===== src/rtl/fetch_queue_pkg.sv =====
// Shared CPU types for the fetch/decode boundary and the MIPS opcode constants
// used to recognise control-transfer instructions.
package fetch_queue_pkg;

  typedef struct packed {
    logic        valid;
    logic [31:0] pc;
    logic [31:0] instr;
    logic        pre_b;
    logic [31:0] pred_pc_jr;
  } fetch_data_t;

  typedef struct packed {
    logic        valid;
    logic [31:0] pc;
    logic [31:0] instr;
    logic        is_ctrl;
  } decode_data_t;

  localparam logic [5:0] OP_SPECIAL = 6'b000000;
  localparam logic [5:0] OP_REGIMM  = 6'b000001;
  localparam logic [5:0] OP_J       = 6'b000010;
  localparam logic [5:0] OP_JAL     = 6'b000011;
  localparam logic [3:0] OP_BR_PFX  = 4'b0001;   // BEQ/BNE/BLEZ/BGTZ
  localparam logic [4:0] FN_JR_PFX  = 5'b00100;  // JR/JALR

  function automatic logic is_ctrl_transfer(input logic [31:0] instr);
    logic [5:0] op;
    logic [5:0] fn;
    op = instr[31:26];
    fn = instr[5:0];
    return (op == OP_J) || (op == OP_JAL) || (op[5:2] == OP_BR_PFX) ||
           (op == OP_REGIMM) || ((op == OP_SPECIAL) && (fn[5:1] == FN_JR_PFX));
  endfunction

endpackage


===== src/rtl/fetch_queue_branch_predecode.sv =====
// Combinational classifier: flags instructions that own a delay slot.
module branch_predecode
  import fetch_queue_pkg::*;
(
  input  logic [31:0] raw_instr,
  output logic        is_ctrl
);

  // Only opcode and funct matter; the middle bits are deliberately ignored.
  logic unused_mid;
  assign unused_mid = ^raw_instr[25:6];

  assign is_ctrl = is_ctrl_transfer(raw_instr);

endmodule


===== src/rtl/fetch_queue.sv =====
// Circular instruction queue between fetch stage 1 and dual-issue decode;
// holds back a control transfer until its delay slot can be presented with it.
module fetch_queue
  import fetch_queue_pkg::*;
#(
  parameter int DEPTH = 8
) (
  input  logic               clk,
  input  logic               resetn,
  input  logic               flush,
  input  fetch_data_t [1:0]  dataF1,
  output logic               in_ready,
  output fetch_data_t [1:0]  dataF2,
  input  logic [1:0]         deq_cnt
);

  localparam int AW = $clog2(DEPTH);
  localparam int CW = AW + 1;

  fetch_data_t     mem [DEPTH];
  logic [AW-1:0]   head;
  logic [AW-1:0]   tail;
  logic [CW-1:0]   count;

  logic [AW-1:0]   peek_idx [2];
  fetch_data_t     peek [2];
  logic [1:0]      peek_ctrl;

  logic            lane1_valid;
  logic            lane0_valid;
  logic            push1;
  logic            push0;
  logic [1:0]      n_push;
  logic [1:0]      n_avail;
  logic [1:0]      n_pop;
  logic [AW-1:0]   wr_idx0;

  // Lane 1 reads head, lane 0 reads head+1 (wrapping naturally in AW bits).
  generate
    for (genvar gi = 0; gi < 2; gi++) begin : g_peek
      assign peek_idx[gi] = head + AW'(1 - gi);
      assign peek[gi]     = mem[peek_idx[gi]];
      branch_predecode u_predecode (
        .raw_instr (peek[gi].instr),
        .is_ctrl   (peek_ctrl[gi])
      );
    end
  endgenerate

  assign lane1_valid = (count != '0) && !(peek_ctrl[1] && (count == CW'(1)));
  assign lane0_valid = (count >= CW'(2)) && lane1_valid && !peek_ctrl[0];

  always_comb begin
    dataF2[1]            = peek[1];
    dataF2[1].valid      = lane1_valid;
    dataF2[0]            = peek[0];
    dataF2[0].valid      = lane0_valid;
    dataF2[0].pre_b      = 1'b0;
    dataF2[0].pred_pc_jr = '0;
  end

  assign in_ready = (count <= CW'(DEPTH - 2));
  assign push1    = in_ready && dataF1[1].valid;
  assign push0    = in_ready && dataF1[0].valid;
  assign n_push   = {1'b0, push1} + {1'b0, push0};
  assign wr_idx0  = tail + AW'(push1);

  // Decode may not consume more than it was shown; clamp rather than corrupt.
  assign n_avail = {1'b0, lane1_valid} + {1'b0, lane0_valid};
  assign n_pop   = (deq_cnt > n_avail) ? n_avail : deq_cnt;

  always_ff @(posedge clk or negedge resetn) begin
    if (!resetn) begin
      head  <= '0;
      tail  <= '0;
      count <= '0;
    end else if (flush) begin
      head  <= '0;
      tail  <= '0;
      count <= '0;
    end else begin
      head  <= head + AW'(n_pop);
      tail  <= tail + AW'(n_push);
      count <= count + CW'(n_push) - CW'(n_pop);
    end
  end

  // Payload storage carries no reset; validity comes solely from count.
  always_ff @(posedge clk) begin
    if (push1 && !flush) mem[tail]    <= dataF1[1];
    if (push0 && !flush) mem[wr_idx0] <= dataF1[0];
  end

endmodule


===== config.mk =====
export PLATFORM = sky130hd
export DESIGN_NAME = fetch_queue
export DESIGN_NICKNAME = d
export VERILOG_FILES = /design/src/rtl/fetch_queue_pkg.sv /design/src/rtl/fetch_queue_branch_predecode.sv /design/src/rtl/fetch_queue.sv
export SDC_FILE = /design/constraint.sdc
export NUM_CORES = 1
export LEC_CHECK = 0
export CAP_MARGIN = 20
export CORE_MARGIN = 1
export CORE_UTILIZATION = 29
export CTS_CLUSTER_DIAMETER = 120
export CTS_CLUSTER_SIZE = 30
export DETAILED_ROUTE_END_ITERATION = 12
export SLEW_MARGIN = 20
export SYNTH_ARGS = -nofsm -noshare
export SYNTH_HDL_FRONTEND = slang
export SYNTH_HIERARCHICAL = 1
export SYNTH_SLANG_ARGS = --single-unit

===== constraint.sdc =====
create_clock -name clk -period 17.23 [get_ports clk]
set_input_delay 2.5845 -clock clk [delete_from_list [all_inputs] [get_ports clk]]
set_output_delay 2.5845 -clock clk [all_outputs]
set_load 0.03 [all_outputs]

# == Word level (Yosys, flattened, before mapping) ==
# Memory sizes are Yosys's and may differ from the RTL's.
# Index checks and enable logic that the tools add are counted.
# totals
regBits,10
latchBits,0
ram_bits,784
romBits,0
input_bits,201
out_inout_bits,197
word_cells,58
n_memories,1
# memory_table
name,words,word_bits,read_ports,rd_ports_with_merged_regs,wr,line_no,text
mem,8,98,2,0,2,fetch_queue.sv:20,fetch_data_t mem [DEPTH];
# op_classes
add_sub_neg,8
n_mul,0
n_div,0
magnitude_cmp,3
n_eq_ne,11
shifts,0
mux,8
n_bitwise,0
n_reduce_logical,24
# ops
operator,count
equality test 6 x 2 -> 1 bit (second input constant),4
equality test 4 x 1 -> 1 bit (second input constant),3
equality test 6 x 1 -> 1 bit (second input constant),2
logical NOT 6 bit,2
equality test 5 x 3 -> 1 bit (second input constant),2
logical AND 1 bit,10
logical OR 1 bit,8
adder 3 x 2 -> 3 bit,2
2-to-1 mux 3 bit,2
adder 1 x 1 -> 2 bit,2
adder 4 x 2 -> 4 bit,1
greater-or-equal comparator 4 x 2 -> 1 bit (second input constant),1
less-or-equal comparator 4 x 3 -> 1 bit (second input constant),1
2-to-1 mux 1 bit,4
2-to-1 mux 4 bit,1
nonzero test 4 bit,1
subtractor 4 x 2 -> 4 bit,1
adder 3 x 1 -> 3 bit,1
adder 3 x 1 -> 3 bit (second input constant),1
logical NOT 1 bit,3
> comparator 2 bit,1
2-to-1 mux 2 bit,1

# == Logic depth before layout (Yosys ltp) ==
# Gate-level depths: netlist of run 1.
# An unclocked memory read counts as a cell.
# depth
ltp_word,16
depth_mapped,24
ltp_nobuf,21

# == Cells and area by module ==
# The synthesis of run 1 kept the hierarchy.
# by_module_without_submodules
module,n_inst,cells_per_inst,area_per_inst_um2,seq_area_each_um2
fetch_queue,1,2355,43376.6,23552.6
branch_predecode,2,4,32.5,0.0

# == Least setup slack after synthesis of run 1 ==
# Ideal clock, no wire load.
# synth_timing
kind,input to register
startpoint,in dataF1[195] (netlist name)
endpoint,mem mem[0][0] (netlist name) (enable)
setup_ns,0.553
arrival_time_ns,7.920
required_time_ns,16.677
setup_slack_ns,8.756
cell_stages,7
path_buffers,0
path_cell_list,and2_1 > ha_1 > ha_1 > nor4b_2 > and2_1 > a21oi_1 > nor2_1
# synth_rtl
element,line_no,text
"start, declared",fetch_queue.sv:11,"input fetch_data_t [1:0] dataF1,"
"end, declared",fetch_queue.sv:20,

==> flow_summary_export.csv, run 1 <==
group,metric,value,unit
timing,finalCritPeriodShare,50.89,%
final_layout,seqCellArea,23560,sq um
timing,grt_setup_unrepaired,"false",
logic_synthesis,mappedNetlistArea,43440,sq um
worst_setup_path,setup.worst_path.end_class,"output pin",
final_layout,drive_above_1_share,51.58,%
min_path,min-delay-start,"count[0]$_DFF_PN0_",
worst_setup_path,critical_path_peak_fanout,44,
die,pin_count,398,
global_route,via_count_of_the_first_global_routing_pass,25190,
global_route,gr-total-overflow,0,
die,die_w,389.0,microns
logic_synthesis,postSynth.asyncResetShare,1.272,%
logic_synthesis,netlist-cell-type-count,41,
die,die_height,389.0,microns
worst_setup_path,cp-start-kind,"flop",
cts,numCtsBuffers,36,
global_route,grt_pass1_wl,186.9,mm
place,placed_cells_incl_taps,4531,
global_route,grt_antenna_before_repair,35,
global_route,pin_count_of_the_biggest_net_entering_global_routing,138,
place,port-buffer-count,364,
logic_synthesis,ys_seq_elements,786,
timing,fin_crit,8.769,ns
power_and_ir_drop,worst_ir_drop_vdd,0.09443,mV
cts,clk_pin_slew_worst_paths,0.12,ns
worst_setup_path,r2r-end,"count[2]$_DFF_PN0_",
die,coreArea,148200,sq um
final_layout,nFillCells,14130,
job,max-cap-violations,0,
min_path,hold_path_depth,2,
timing,finalHoldWorstSlack,0.6772,ns
power_and_ir_drop,static-leakage-power,0.01559,uW
detailed_routing,pre_repair_dr_iteration_count,5,
timing,report.final.setup_viol,0,
place,routabilityCongestion,0.7451,
logic_synthesis,top_flip_flop_cell_by_instance_count_after_synthesis,"edfxtp_1",
die,floorplan.initialDensity,29.31,%
logic_synthesis,yosys_warnings,6,
detailed_routing,wl_per_cell,28.50,microns
detailed_routing,avgViaCountPerCell,5.230,
worst_setup_path,r2r_slack,9.93,ns
place,post-dp-hpwl,74.18,mm
timing,final-max-slew-violation-count,0,
logic_synthesis,synth_edf_count,776,
global_route,grt_use_total,16.97,%
place,dpl_worst_slack,8.872,ns
status,run_status,"finished, final reports clean",
detailed_routing,vias_post_dr,24010,
detailed_routing,drt_first_iter_violations,1664,
timing,setup_tns,0,ns
die,die_area,151400,sq um
worst_setup_path,required,14.65,ns
worst_setup_path,timing.rr.start,"head[0]$_DFF_PN0_",
cts,clock_sink_count,786,
power_and_ir_drop,power.density_cell_area,142.2,nW/um^2
detailed_routing,detail_route.wirelength,130.9,mm
final_layout,flow.area_growth_from_synthesis,15.54,%
timing,final_hold_viol_count,0,
timing,max_freq,114.0,MHz
cts,post_cts_buffers,0,
timing,setup_slack,8.461,ns
cts,hold_buffers,0,
min_path,worstHoldEndpoint,"count[0]$_DFF_PN0_",
timing,rel_slew_slack,21.80,%
final_layout,layout.nets,2862,
die,placement_rows,141,
timing,tightest_slew,1.173,ns
detailed_routing,antenna_violating_nets_post_route,0,
cts,cts_root_buf,"clkbuf_16",
final_layout,multiInputGateArea,18920,sq um
worst_setup_path,timing.critical_path.arrival,6.18,ns
min_path,min-delay-path-class,"flop to flop",
cts,post_cts_resize_count,0,
cts,clkLatencyLatePin,0.64,ns
worst_setup_path,worst-setup-path-type,"flop to output pin",
cts,cts_buffer_depth,3,
worst_setup_path,cp-startpoint,"head[0]$_DFF_PN0_",
cts,clock_tree_from_tritoncts,"yes",
cts,h_tree_level_count,2,
logic_synthesis,synthCells,2363,
detailed_routing,drt_drc_violations_left,0,
timing,finClkSkew,0.03206,ns
worst_setup_path,worst-r2r-cell-count,20,
final_layout,finalNonFillerCells,4592,
logic_synthesis,synth-seq-area-share,54.22,%
logic_synthesis,syn_avg_cell_area,18.38,sq um
[how the worst max path moves through the flow]
| stage | endpoint | slack [ns] | cells past startpoint |
|---|---|---|---|
| 2_1_floorplan | mem[0][0]$_DFFE_PP_ | 8.76 | 7 |
| 3_3_place_gp | dataF2[97] | 8.89 | 9 |
| 3_5_place_dp | dataF2[97] | 8.87 | 9 |
| 4_1_cts | dataF2[97] | 8.12 | 9 |
| 5_1_grt | dataF2[97] | 7.96 | 9 |
| 6_report | dataF2[97] | 8.46 | 9 |
[final cells by class]
| type | count | share of cell area [%] |
|---|---|---|
| multi-input combinational | 1390 | 37.68 |
| clock inverter | 12 | 0.3739 |
| timing repair buffer | 416 | 8.151 |
| sequential | 786 | 46.95 |
| inverter | 11 | 0.08226 |
| antenna | 4 | 0.01994 |
| tap | 1930 | 4.811 |
| clock buffer | 43 | 1.932 |
[logic make-up (layout without fill, tap and decap cells)]
kind of cell	count (synthesis)	in the layout	synth area share [%]
compound gates	16	16	0.2679
xor+xnor	7	7	0.2016
fa+ha+maj	20	20	0.6452
buf+inv	219	482	2.797
flops	786	786	54.22
mux	1259	1259	40.98
other cells	1	37	0.008632
simple gates	55	55	0.8813
[where the power goes]
group	internal [uW]	switching [uW]
Clock	427	671
Combinational	1650	1940
Sequential	2350	108
[flip-flops by register name, summed over array words and instances (netlist names)]
signal  cells
mem       776
count       4
head        3
tail        3
[synthesized netlist by cell type (all sizes together), types with 7 or more instances]
cell | n | area [sq um]
edfxtp | 776 | 23300
clkbuf | 44 | 165.2
mux2 | 937 | 10550
nor2 | 17 | 63.81
nand3 | 8 | 105.1
buf | 164 | 1008
nor3 | 7 | 45.04
dfrtp | 10 | 250.2
nor2b | 10 | 62.56
ha | 16 | 200.2
mux4 | 322 | 7252
inv | 11 | 41.29
[critical path, cell delays in order, from the launching register on]
cell and delay [ns]:
dfrtp_4 0.96, ha_4 0.89, buf_4 0.87, mux4_2 0.59, mux2_2 0.30, nor3_2 0.21, nand3b_1 0.18, a2111oi_1 0.59
nor2_1 0.17, clkdlybuf4s50_1 0.70
[per-layer routing]
layer / global-route usage [%] / up-vias / wire length [microns]
met5: 0 / - / 349
met4: 3.150 / 58 / 1914
met3: 4.313 / 143 / 8916
met2: 28.71 / 619 / 64390
met1: 21.99 / 12930 / 55300
li1: - / 10270 / -
[cells in the final DEF (no fill, tap or decap), types with 8 or more instances in the layout]
| cell | instances |
|---|---|
| nor2_4 | 8 |
| ha_1 | 15 |
| nor2b_1 | 10 |
| buf_4 | 48 |
| edfxtp_1 | 776 |
| mux4_2 | 322 |
| conb_1 | 33 |
| nor2_1 | 9 |
| mux2_2 | 917 |
| clkbuf_16 | 38 |
| clkdlybuf4s50_1 | 364 |
| inv_1 | 10 |
| mux2_1 | 20 |
[stage by stage]
| stage | power (uW) | util, % | area (sq um) |
|---|---|---|---|
| 6_report | 7138 | 33.87 | 50190 |
| 4_1_cts | 7253 | 33.83 | 50140 |
| 3_3_place_gp | 6136 | 33.05 | 48980 |
| 3_5_place_dp | 6143 | 33.05 | 48980 |
| 2_1_floorplan | 4859 | - | 43560 |
| 5_1_grt | 7450 | 33.87 | 50190 |
Note: power is estimated with default switching activity, not from simulation.
==> run 2: changes to the inputs <==
==> constraint.sdc (replaced) <==
create_clock -name clk -period 7.6 [get_ports clk]
set_input_delay 1.14 -clock clk [delete_from_list [all_inputs] [get_ports clk]]
set_output_delay 1.14 -clock clk [all_outputs]
set_load 0.03 [all_outputs]
==> flow_summary_export.csv, run 2 (synthesized netlist as in run 1, its figures left out) <==
group,metric,value,unit
cts,clkLatencyLatePin,0.64,ns
final_layout,layout.cells.most_common,"mux2_2",
final_layout,flow.area_growth_from_synthesis,15.68,%
place,post-dp-hpwl,75.00,mm
global_route,pin_count_of_the_biggest_net_entering_global_routing,111,
die,placement_rows,141,
global_route,gr-total-overflow,0,
timing,grt_setup_unrepaired,"false",
cts,clock_sink_count,786,
detailed_routing,drt_drc_violations_left,0,
die,coreArea,148200,sq um
die,pin_count,398,
timing,final_hold_viol_count,0,
timing,max_freq,151.3,MHz
detailed_routing,vias_post_dr,23950,
timing,report.final.setup_viol,0,
worst_setup_path,critPathCapture,"dataF2[104]",
cts,h_tree_level_count,2,
detailed_routing,antenna_violating_nets_post_route,0,
power_and_ir_drop,clkPwrFrac,15.4,%
min_path,min-delay-path-class,"flop to flop",
place,port-buffer-count,364,
timing,tightest_slew,1.092,ns
timing,finalHoldWorstSlack,0.6665,ns
worst_setup_path,timing.critical_path.arrival,5.47,ns
job,max-cap-violations,0,
detailed_routing,pre_repair_dr_iteration_count,5,
worst_setup_path,r2r_slack,1.65,ns
timing,setup_tns,0,ns
power_and_ir_drop,power_report.internal_total,10070,uW
power_and_ir_drop,static-leakage-power,0.01561,uW
global_route,grt_pass1_wl,186.9,mm
final_layout,registers.top_by_ff_count,"mem",
power_and_ir_drop,part_of_the_total_power_dissipated_in_sequential_elements,34.2,%
die,floorplan.initialDensity,29.31,%
global_route,via_count_of_the_first_global_routing_pass,25280,
final_layout,final_core_utilization,33.91,%
global_route,gr-usage-met1,22.18,%
final_layout,post-route-cell-area,50250,sq um
timing,fin_crit,6.611,ns
die,die_area,151400,sq um
global_route,grt_antenna_before_repair,39,
cts,cts_buffer_depth,3,
power_and_ir_drop,combinationalPowerShare,50.4,%
global_route,gr-max-usage-layer,"met2",
worst_setup_path,setup.worst_path.end_class,"output pin",
detailed_routing,wl_per_cell,28.53,microns
power_and_ir_drop,power.switching_fraction,38.08,%
status,run_status,"finished, final reports clean",
detailed_routing,detail_route.wirelength,131.0,mm
power_and_ir_drop,power.density_cell_area,323.7,nW/um^2
final_layout,mostFrequentLayoutCells,"mux2_2, edfxtp_1, clkdlybuf4s50_1",
die,die_w,389.0,microns
worst_setup_path,critical_path_peak_fanout,58,
final_layout,flip_flop_count_of_the_largest_register_after_layout,776,
cts,post_cts_resize_count,0,
worst_setup_path,worst-setup-path-type,"flop to output pin",
final_layout,biggest_regs,"mem (776), count (4)",
timing,final-max-slew-violation-count,0,
worst_setup_path,cp-start-kind,"flop",
cts,clock_tree_from_tritoncts,"yes",
timing,rel_slew_slack,27.18,%
cts,cts_root_buf,"clkbuf_16",
global_route,met2_usage,27.80,%
power_and_ir_drop,worst_ir_drop_vdd,0.2258,mV
worst_setup_path,worst-r2r-cell-count,19,
worst_setup_path,timing.rr.start,"head[0]$_DFF_PN0_",
cts,numCtsBuffers,36,
timing,finalCritPeriodShare,86.99,%
worst_setup_path,required,6.46,ns
worst_setup_path,cp-startpoint,"head[0]$_DFF_PN0_",
worst_setup_path,r2r-end,"count[3]$_DFF_PN0_",
final_layout,layout.nets,2859,
global_route,grt_use_total,16.99,%
cts,clk_pin_slew_worst_paths,0.12,ns
die,die_height,389.0,microns
detailed_routing,avgViaCountPerCell,5.219,
power_and_ir_drop,fin_total_pwr,16260,uW
global_route,grtUsageMet3,4.913,%
detailed_routing,drt_first_iter_violations,1849,
place,routabilityCongestion,0.7441,
timing,finClkSkew,0.03152,ns
cts,post_cts_buffers,0,
final_layout,drive_above_1_share,51.56,%
power_and_ir_drop,reported_net_switching_power,6193,uW
cts,hold_buffers,0,
place,post_place_cell_area,49080,sq um
==> run 2: changes by cell type in the layout (fill, tap and decap cells not counted), sizes merged <==
| cell | change |
|---|---|
| clkinv | -4 |
| bufinv | +1 |
| diode | +3 |
| inv | +3 |
| clkbuf | -2 |
| buf | -3 |
==> run 2: how the worst min path moves through the flow <==
stage                       startpoint  depth (start not counted)  slack [ns]                  to
floorplan           count[0]$_DFF_PN0_                          2        0.60  count[0]$_DFF_PN0_
global placement    count[0]$_DFF_PN0_                          2        0.68  count[0]$_DFF_PN0_
detailed placement  count[0]$_DFF_PN0_                          2        0.65  count[0]$_DFF_PN0_
CTS                 count[0]$_DFF_PN0_                          2        0.68  count[0]$_DFF_PN0_
global route        count[0]$_DFF_PN0_                          2        0.75  count[0]$_DFF_PN0_
finish              count[0]$_DFF_PN0_                          2        0.67  count[0]$_DFF_PN0_
==> run 2: power groups by stage <==
stage / registers, uW / clock network (uW) / logic [uW]
floorplan: 5570 / 0 / 5440
global placement: 5650 / 0 / 8290
CTS: 5570 / 2600 / 8340
finish: 5560 / 2510 / 8190
global route: 5610 / 2700 / 8670
detailed placement: 5660 / 0 / 8310
==> run 2: routing by layer <==
metal | share of wire [%] | wire (microns) | vias to the layer above
met4 | 2.1 | 2784 | 62
met5 | 0.30 | 392 | -
met3 | 7.6 | 10010 | 164
met2 | 47 | 62200 | 666
li1 | - | - | 10280
met1 | 42 | 55590 | 12790
==> run 2: final cells by class <==
class	count	area (sq um)
clock buffers	41	950.9
well taps	1930	2415
flip-flops and latches	786	23560
diodes	7	17.52
multi-input cells	1390	18920
inverters	11	41.29
clock inverters	12	198.9
repair buffers	413	4149
fillers	14060	97940
==> run 2: through the flow <==
stage / std cells / setup WS, ns
after floorplan: 2395 / 0.5709
after global placement: 4529 / 1.550
after detailed placement: 4530 / 1.530
after CTS: 4583 / 0.7960
after global routing: 4585 / 0.5881
final: 4590 / 0.9888
==> run 2: critical path, cell delays in order (launching register included) <==
cell,delay (ns)
dfrtp_4,0.94
buf_4,0.72
buf_4,0.70
buf_4,0.85
mux4_2,0.61
mux2_2,0.32
clkdlybuf4s50_1,0.61
==> run 3: changes to the inputs <==
--- a/config.mk
+++ b/config.mk
@@ -5,6 +5,7 @@
 export SDC_FILE = /design/constraint.sdc
 export NUM_CORES = 1
 export LEC_CHECK = 0
+export ABC_AREA = 0
 export CAP_MARGIN = 20
 export CORE_MARGIN = 1
 export CORE_UTILIZATION = 29
==> results of run 3 <==
Final layout, timing and power as in run 2 (identical DEF).
